<file path="src/rtl/hazard_unit_if.sv">
// Hazard-unit bundle: ID/EX/MEM hazard inputs and pipeline control/status outputs.
// Purely wiring; no latency of its own.
// No flow control; the hazard unit's outputs are its backpressure to the pipeline.
interface hazard_unit_if #(
  parameter int REG_ADDR_W = 5,
  parameter int CNT_W      = 16
);
  // Pipeline-side observations
  logic [REG_ADDR_W-1:0] id_rs1;
  logic [REG_ADDR_W-1:0] id_rs2;
  logic                  id_use_rs1;
  logic                  id_use_rs2;
  logic [3:0]            ex_MemRead;
  logic [REG_ADDR_W-1:0] ex_rd;
  logic                  ex_redirect;
  logic                  mem_access;
  logic                  mem_ready;

  // Hazard-unit decisions and status
  logic                  pc_write;
  logic                  ifid_write;
  logic                  ifid_flush;
  logic                  control_MUX_select;
  logic                  exmem_write;
  logic                  mem_timeout;
  logic [CNT_W-1:0]      stall_cycles;
  logic [CNT_W-1:0]      flush_count;

  // Pipeline side: supplies observations, consumes decisions
  modport master (
    output id_rs1, id_rs2, id_use_rs1, id_use_rs2, ex_MemRead, ex_rd,
           ex_redirect, mem_access, mem_ready,
    input  pc_write, ifid_write, ifid_flush, control_MUX_select, exmem_write,
           mem_timeout, stall_cycles, flush_count
  );

  // Hazard unit side
  modport slave (
    input  id_rs1, id_rs2, id_use_rs1, id_use_rs2, ex_MemRead, ex_rd,
           ex_redirect, mem_access, mem_ready,
    output pc_write, ifid_write, ifid_flush, control_MUX_select, exmem_write,
           mem_timeout, stall_cycles, flush_count
  );
endinterface

</file>
<file path="src/rtl/hazard_unit.sv">
// Pipeline hazard controller: load-use stall, EX redirect flush, data-memory freeze.
// Control outputs are combinational (zero latency); counters/flag update at the next edge.
// Freezes the whole pipeline while memory is not ready, bounded by MEM_TIMEOUT cycles.
module hazard_unit #(
  parameter int REG_ADDR_W  = 5,
  parameter int CNT_W       = 16,
  parameter int MEM_TIMEOUT = 15
) (
  input  logic         clk,
  input  logic         rst_n,
  hazard_unit_if.slave hz
);

  // wcnt counts frozen cycles already spent on the current access
  localparam int WCNT_W = (MEM_TIMEOUT < 2) ? 1 : $clog2(MEM_TIMEOUT + 1);
  // Value of wcnt at which the current frozen cycle is the last one allowed
  localparam logic [WCNT_W-1:0] WLAST = WCNT_W'(MEM_TIMEOUT - 1);

  typedef enum logic [1:0] {
    RUN      = 2'd0,
    MEM_WAIT = 2'd1,
    RELEASE  = 2'd2
  } state_t;

  state_t            st_q, st_d;
  logic [WCNT_W-1:0] wcnt_q, wcnt_d;
  logic              tout_q, tout_d;
  logic [CNT_W-1:0]  stall_q, stall_d;
  logic [CNT_W-1:0]  flush_q, flush_d;

  logic freeze;
  logic lu;
  logic rs1_hit;
  logic rs2_hit;

  // Hazard condition terms
  always_comb begin
    rs1_hit = hz.id_use_rs1 && (hz.id_rs1 == hz.ex_rd);
    rs2_hit = hz.id_use_rs2 && (hz.id_rs2 == hz.ex_rd);
    lu      = (hz.ex_MemRead != 4'd0) && (hz.ex_rd != '0) && (rs1_hit || rs2_hit);
    // RELEASE never freezes so an abandoned access can leave MEM
    freeze  = ((st_q == MEM_WAIT) && !hz.mem_ready) ||
              ((st_q == RUN) && hz.mem_access && !hz.mem_ready);
  end

  // Prioritised control outputs: freeze > redirect > load-use > normal
  always_comb begin
    hz.pc_write           = 1'b1;
    hz.ifid_write         = 1'b1;
    hz.ifid_flush         = 1'b0;
    hz.control_MUX_select = 1'b0;
    hz.exmem_write        = 1'b1;
    if (!rst_n) begin
      // Hold the pipeline with a bubble while reset is asserted
      hz.pc_write           = 1'b0;
      hz.ifid_write         = 1'b0;
      hz.exmem_write        = 1'b0;
      hz.ifid_flush         = 1'b1;
      hz.control_MUX_select = 1'b1;
    end else if (freeze) begin
      hz.pc_write    = 1'b0;
      hz.ifid_write  = 1'b0;
      hz.exmem_write = 1'b0;
    end else if (hz.ex_redirect) begin
      hz.ifid_flush         = 1'b1;
      hz.control_MUX_select = 1'b1;
    end else if (lu) begin
      // One bubble; next cycle the bubble sits in EX so lu clears itself
      hz.pc_write           = 1'b0;
      hz.ifid_write         = 1'b0;
      hz.control_MUX_select = 1'b1;
    end
  end

  // Memory-wait state machine: next state, wait count, timeout flag
  always_comb begin
    st_d   = st_q;
    wcnt_d = wcnt_q;
    tout_d = tout_q;
    unique case (st_q)
      RUN: begin
        if (freeze) begin
          // Entry cycle is itself the first frozen cycle
          if (WLAST == '0) begin
            st_d   = RELEASE;
            wcnt_d = '0;
            tout_d = 1'b1;
          end else begin
            st_d   = MEM_WAIT;
            wcnt_d = WCNT_W'(1);
          end
        end
      end
      MEM_WAIT: begin
        if (hz.mem_ready) begin
          st_d   = RUN;
          wcnt_d = '0;
        end else if (wcnt_q >= WLAST) begin
          st_d   = RELEASE;
          wcnt_d = '0;
          tout_d = 1'b1;
        end else begin
          wcnt_d = wcnt_q + WCNT_W'(1);
        end
      end
      RELEASE: begin
        st_d   = RUN;
        wcnt_d = '0;
      end
      default: begin
        st_d   = RUN;
        wcnt_d = '0;
      end
    endcase
  end

  // Saturating performance counters
  always_comb begin
    stall_d = stall_q;
    flush_d = flush_q;
    if ((freeze || (lu && !hz.ex_redirect)) && (stall_q != {CNT_W{1'b1}}))
      stall_d = stall_q + CNT_W'(1);
    if (!freeze && hz.ex_redirect && (flush_q != {CNT_W{1'b1}}))
      flush_d = flush_q + CNT_W'(1);
  end

  // State and counter registers
  always_ff @(posedge clk or negedge rst_n) begin
    if (!rst_n) begin
      st_q    <= RUN;
      wcnt_q  <= '0;
      tout_q  <= 1'b0;
      stall_q <= '0;
      flush_q <= '0;
    end else begin
      st_q    <= st_d;
      wcnt_q  <= wcnt_d;
      tout_q  <= tout_d;
      stall_q <= stall_d;
      flush_q <= flush_d;
    end
  end

  // Status outputs
  always_comb begin
    hz.mem_timeout  = tout_q;
    hz.stall_cycles = stall_q;
    hz.flush_count  = flush_q;
  end

endmodule

</file>
<file path="src/flat_wrapper.sv">
// flat-port wrapper written by rule: the top's interface ports become plain ports
module hazard_unit_flat 
#(
  parameter int REG_ADDR_W  = 5,
  parameter int CNT_W       = 16,
  parameter int MEM_TIMEOUT = 15
)
  (clk, rst_n, hz_id_rs1, hz_id_rs2, hz_id_use_rs1, hz_id_use_rs2, hz_ex_MemRead, hz_ex_rd, hz_ex_redirect, hz_mem_access, hz_mem_ready, hz_pc_write, hz_ifid_write, hz_ifid_flush, hz_control_MUX_select, hz_exmem_write, hz_mem_timeout, hz_stall_cycles, hz_flush_count);
  hazard_unit_if #(.REG_ADDR_W(REG_ADDR_W), .CNT_W(CNT_W)) hz_i ();
  input  logic clk;
  input  logic rst_n;
  input wire logic [$bits(hz_i.id_rs1)-1:0] hz_id_rs1;
  input wire logic [$bits(hz_i.id_rs2)-1:0] hz_id_rs2;
  input wire logic [$bits(hz_i.id_use_rs1)-1:0] hz_id_use_rs1;
  input wire logic [$bits(hz_i.id_use_rs2)-1:0] hz_id_use_rs2;
  input wire logic [$bits(hz_i.ex_MemRead)-1:0] hz_ex_MemRead;
  input wire logic [$bits(hz_i.ex_rd)-1:0] hz_ex_rd;
  input wire logic [$bits(hz_i.ex_redirect)-1:0] hz_ex_redirect;
  input wire logic [$bits(hz_i.mem_access)-1:0] hz_mem_access;
  input wire logic [$bits(hz_i.mem_ready)-1:0] hz_mem_ready;
  output wire logic [$bits(hz_i.pc_write)-1:0] hz_pc_write;
  output wire logic [$bits(hz_i.ifid_write)-1:0] hz_ifid_write;
  output wire logic [$bits(hz_i.ifid_flush)-1:0] hz_ifid_flush;
  output wire logic [$bits(hz_i.control_MUX_select)-1:0] hz_control_MUX_select;
  output wire logic [$bits(hz_i.exmem_write)-1:0] hz_exmem_write;
  output wire logic [$bits(hz_i.mem_timeout)-1:0] hz_mem_timeout;
  output wire logic [$bits(hz_i.stall_cycles)-1:0] hz_stall_cycles;
  output wire logic [$bits(hz_i.flush_count)-1:0] hz_flush_count;
  assign hz_i.id_rs1 = hz_id_rs1;
  assign hz_i.id_rs2 = hz_id_rs2;
  assign hz_i.id_use_rs1 = hz_id_use_rs1;
  assign hz_i.id_use_rs2 = hz_id_use_rs2;
  assign hz_i.ex_MemRead = hz_ex_MemRead;
  assign hz_i.ex_rd = hz_ex_rd;
  assign hz_i.ex_redirect = hz_ex_redirect;
  assign hz_i.mem_access = hz_mem_access;
  assign hz_i.mem_ready = hz_mem_ready;
  assign hz_pc_write = hz_i.pc_write;
  assign hz_ifid_write = hz_i.ifid_write;
  assign hz_ifid_flush = hz_i.ifid_flush;
  assign hz_control_MUX_select = hz_i.control_MUX_select;
  assign hz_exmem_write = hz_i.exmem_write;
  assign hz_mem_timeout = hz_i.mem_timeout;
  assign hz_stall_cycles = hz_i.stall_cycles;
  assign hz_flush_count = hz_i.flush_count;
  hazard_unit #(.REG_ADDR_W(REG_ADDR_W), .CNT_W(CNT_W), .MEM_TIMEOUT(MEM_TIMEOUT)) u_core (.clk(clk), .rst_n(rst_n), .hz(hz_i));
endmodule
</file>
<file path="config.mk">
export PLATFORM = sky130hd
export DESIGN_NAME = hazard_unit_flat
export DESIGN_NICKNAME = d
export VERILOG_FILES = /design/src/rtl/hazard_unit_if.sv /design/src/rtl/hazard_unit.sv /design/src/flat_wrapper.sv
export SDC_FILE = /design/constraint.sdc
export NUM_CORES = 1
export LEC_CHECK = 0
export ABC_AREA = 1
export CAP_MARGIN = 10
export CORE_AREA = 10 10 70 95
export CTS_BUF_LIST = sky130_fd_sc_hd__clkbuf_16
export DETAILED_ROUTE_END_ITERATION = 16
export DIE_AREA = 0 0 80 105
export PLACE_DENSITY = 0.76
export SYNTH_ARGS = -nofsm -noshare
export SYNTH_HDL_FRONTEND = slang
export SYNTH_SLANG_ARGS = --single-unit
</file>
<file path="constraint.sdc">
create_clock -name clk -period 2.35 [get_ports clk]
set_input_delay 0.47 -clock clk [delete_from_list [all_inputs] [get_ports clk]]
set_output_delay 0.47 -clock clk [all_outputs]
set_load 0.1 [all_outputs]
</file>
==> flow_metrics.py <==
metrics = {
    "clock_network": {
        "clock_path_buffers": 2,
        "cts.sink_count": 39,
        "clk_latency_ns": 0.28,
        "clk_pin_slew_ns": 0.06,
        "clockRootBuffer": "clkbuf_16",
        "htree_levels": 2,
        "cts_tree": "yes",
        "cts_inserted_buffers": 5,
    },
    "logic_synthesis": {
        "synth_enable_flop_cells": 0,
        "syn_inst": 318,
        "ys_async_sr_fraction": 1.00,
        "yosysWarnings": 0,
        "yosys-top-cells-count": "99 x nand2_1, 39 x dfrtp_1, 39 x inv_1",
        "yosysUniqueCellTypes": 32,
        "synth.area.mux_share": 0,
        "synth_adder_area_share": 0.0208,
        "synth_compound_area_frac": 0.0266,
        "syn_area_per_cell_um2": 7.55,
        "netlist.area_leader.share": 0.406,
        "synth_top_family_by_area": "simple AND/OR/NAND/NOR gates",
        "synthXorXnorAreaFrac": 0.0875,
        "synth_most_common_cell": "nand2_1",
        "syn_nets": 348,
        "ys_ff_latch": 39,
        "synth.cell_area_um2": 2400,
        "synthTopCellsByArea": "dfrtp_1 41%, nand2_1 15%, nand3_1 6.5%, xor2_1 6.2%, inv_1 6.1%",
        "synthSimpleGateAreaFrac": 0.374,
        "synth-main-ff-cell": "dfrtp_1",
        "seq_area_frac_synth": 0.406,
        "yosysTopAreaCell": "dfrtp_1",
    },
    "routing": {
        "drt-met1-wl_mm": 2.21,
        "wl_per_cell_um": 13.5,
        "finalWirelength_mm": 6.11,
        "drt_iter0_drc": 68,
        "dr.max_layer_used": "met4",
        "antenna_left": 0,
        "drc_errors": 0,
        "met3_length_um": 454,
        "viasPerCell": 4.95,
        "wl_met2_mm": 3.27,
        "dr_total_vias": 2246,
        "firstDrtPassIters": 4,
    },
    "sta": {
        "fin_skew_ns": 0.00247,
        "post-route-period-util": 0.959,
        "clock.fmax_ghz": 0.444,
        "final_hold_viol_count": 0,
        "setup_violations": 0,
        "fin_ws_ns": 0.0966,
        "finalCriticalPeriod_ns": 2.25,
        "relSlewSlack": 0.735,
        "worst_pin_slew_ns": 0.397,
        "drv_slew": 0,
        "rsz0062_at_grt": "false",
    },
    "place": {
        "place_ws_ns": -0.00497,
        "routabilityCongestion": 0.782,
        "io_buffers": 63,
        "place_hpwl_mm": 4.70,
    },
    "run": {
        "max_cap_violations": 0,
    },
    "critical_path": {
        "startpoint": "hz_mem_access",
        "required_ns": 1.88,
        "r2r_cells": 7,
        "r2r-end": "u_core.hz.stall_cycles[3]$_DFFE_PN0P_",
        "end_kind": "output port",
        "r2r_start": "u_core.hz.stall_cycles[1]$_DFFE_PN0P_",
        "rrSetupSlack_ns": 0.56,
        "worstPathArrival_ns": 1.78,
        "cpLargestDelayFamily": "buffers and inverters",
        "critical_path_class": "input pin to output port",
        "critPathMostFrequentCell": "nor2_2",
        "critical_path.max_stage_delay_ns": 0.49,
        "worst-path-buf-inv": 3,
        "start_kind": "input pin",
        "cpMaxStageDelayCell": "clkdlybuf4s50_1",
        "worstPathMaxFanout": 3,
        "cp_cell_sequence": "clkdlybuf4s50_1 -> o21ai_1 -> nor2_2 -> nor2_2 -> inv_2 -> nand2_2 -> a31o_2 -> buf_12",
    },
    "layout": {
        "layout-drive-gt1-share": 0.236,
        "fin_nets": 419,
        "area_growth_pct": 38.4,
        "fin_util": 0.681,
        "antenna_cells": 0,
    },
    "floorplanning": {
        "core_region_area_um2": 4880,
        "rows": 30,
        "dieArea_um2": 8400,
        "die_w_um": 80,
        "dieHeight_um": 105,
        "io-pin-count": 64,
        "start_util": 0.492,
    },
    "grt": {
        "grt_pass1_vias": 2368,
        "grt_overflow_total": 0,
        "grt_max_degree": 31,
        "antenna_found_initial": 0,
        "grt_pass1_wl_mm": 10.5,
        "track_usage": 0.151,
    },
    "power_and_ir_drop": {
        "pwr-share-clk": 0.279,
        "p_int_w": 0.00172,
        "p_comb_frac": 0.426,
        "p_per_area_nw_per_um2": 954,
        "leakagePower_nw": 1.77,
        "p_seq_frac": 0.295,
        "ir_drop_mv": 0.601,
        "swShare": 0.458,
        "p_sw_w": 0.00145,
    },
    "min_path": {
        "hp-class": "input pin to async pin",
    },
    "status": {
        "status": "finished, final reports clean",
    },
}
flip-flops by register name, summed over array words and instances, names as in the netlist:
name and count:
u_core.hz.flush_count 16, u_core.st_q 2, u_core.hz.stall_cycles 16, u_core.hz.mem_timeout 1, u_core.wcnt_q 4
area by class of cell:
cell class | count | area [um^2]
Fill cell | 441 | 1560
Multi-Input combinational cell | 230 | 1250
Sequential cell | 39 | 976
Timing Repair Buffer | 69 | 654
Inverter | 44 | 165
Clock buffer | 5 | 125
Tap cell | 64 | 80.1
Clock inverter | 3 | 67.6
cells in the final DEF, fill, tap and decap left out, drive strengths merged:
master           n
a31o             1
o211ai           1
clkinvlp         1
nand3           32
o211a            1
dfrtp           39
inv             44
xnor2            7
nand4            6
bufinv           2
nor4             1
xor2            17
buf             45
dlygate4sd2      1
nand2          104
nor3            10
a211oi           1
nor3b            2
dlymetal6s2s     7
o21ai            6
nor2            36
or2              1
ha               4
clkbuf           5
clkdlybuf4s50   16
metal layers:
metal  up-vias  track usage
met4         0       0.0707
met5         -            0
met2        65        0.277
met1      1039        0.144
met3        14       0.0506
li1       1128            -
how the worst max path moves through the flow:
stage	end	slack, ns	cells after the start
2_1_floorplan	hz_pc_write	-0.19	9
3_3_place_gp	hz_ifid_write	0.03	11
3_5_place_dp	hz_ifid_write	-0.005	11
4_1_cts	hz_ifid_write	0.005	11
5_1_grt	hz_pc_write	0.007	9
6_report	hz_control_MUX_select	0.1	8
cell families after synthesis:
family	count (synthesis)
fa+ha+maj	4
simple gates	192
flops	39
compound gates	10
buf+inv	49
xor+xnor	24
repair_timing:
item                       CTS  global route
setup buffers                0             0
setup endpoints to repair    2             3
resized for setup            2            17
pin swaps                    2             7
hold buffers                 0             0
power groups by stage:
stage | combinational (W) | clock, W | sequential (W)
finish | 0.00135 | 0.000884 | 0.000935
global route | 0.00142 | 0.000917 | 0.000957
CTS | 0.00136 | 0.000891 | 0.000937
detailed placement | 0.00135 | 0 | 0.000943
global placement | 0.00133 | 0 | 0.000939
floorplan | 0.000350 | 0 | 0.00159
metrics by stage:
stage	total power, W	setup TNS, ns	hold slack, ns	instance area, um^2	instances
floorplan	0.00194	-0.190	0.174	2410	318
global placement	0.00227	0	0.366	3090	446
detailed placement	0.00229	-0.00942	0.373	3090	446
CTS	0.00319	0	0.0714	3290	454
global route	0.00330	0	0.0941	3320	454
finish	0.00317	0	0.0654	3320	454
(Power assumes the default switching activity.)
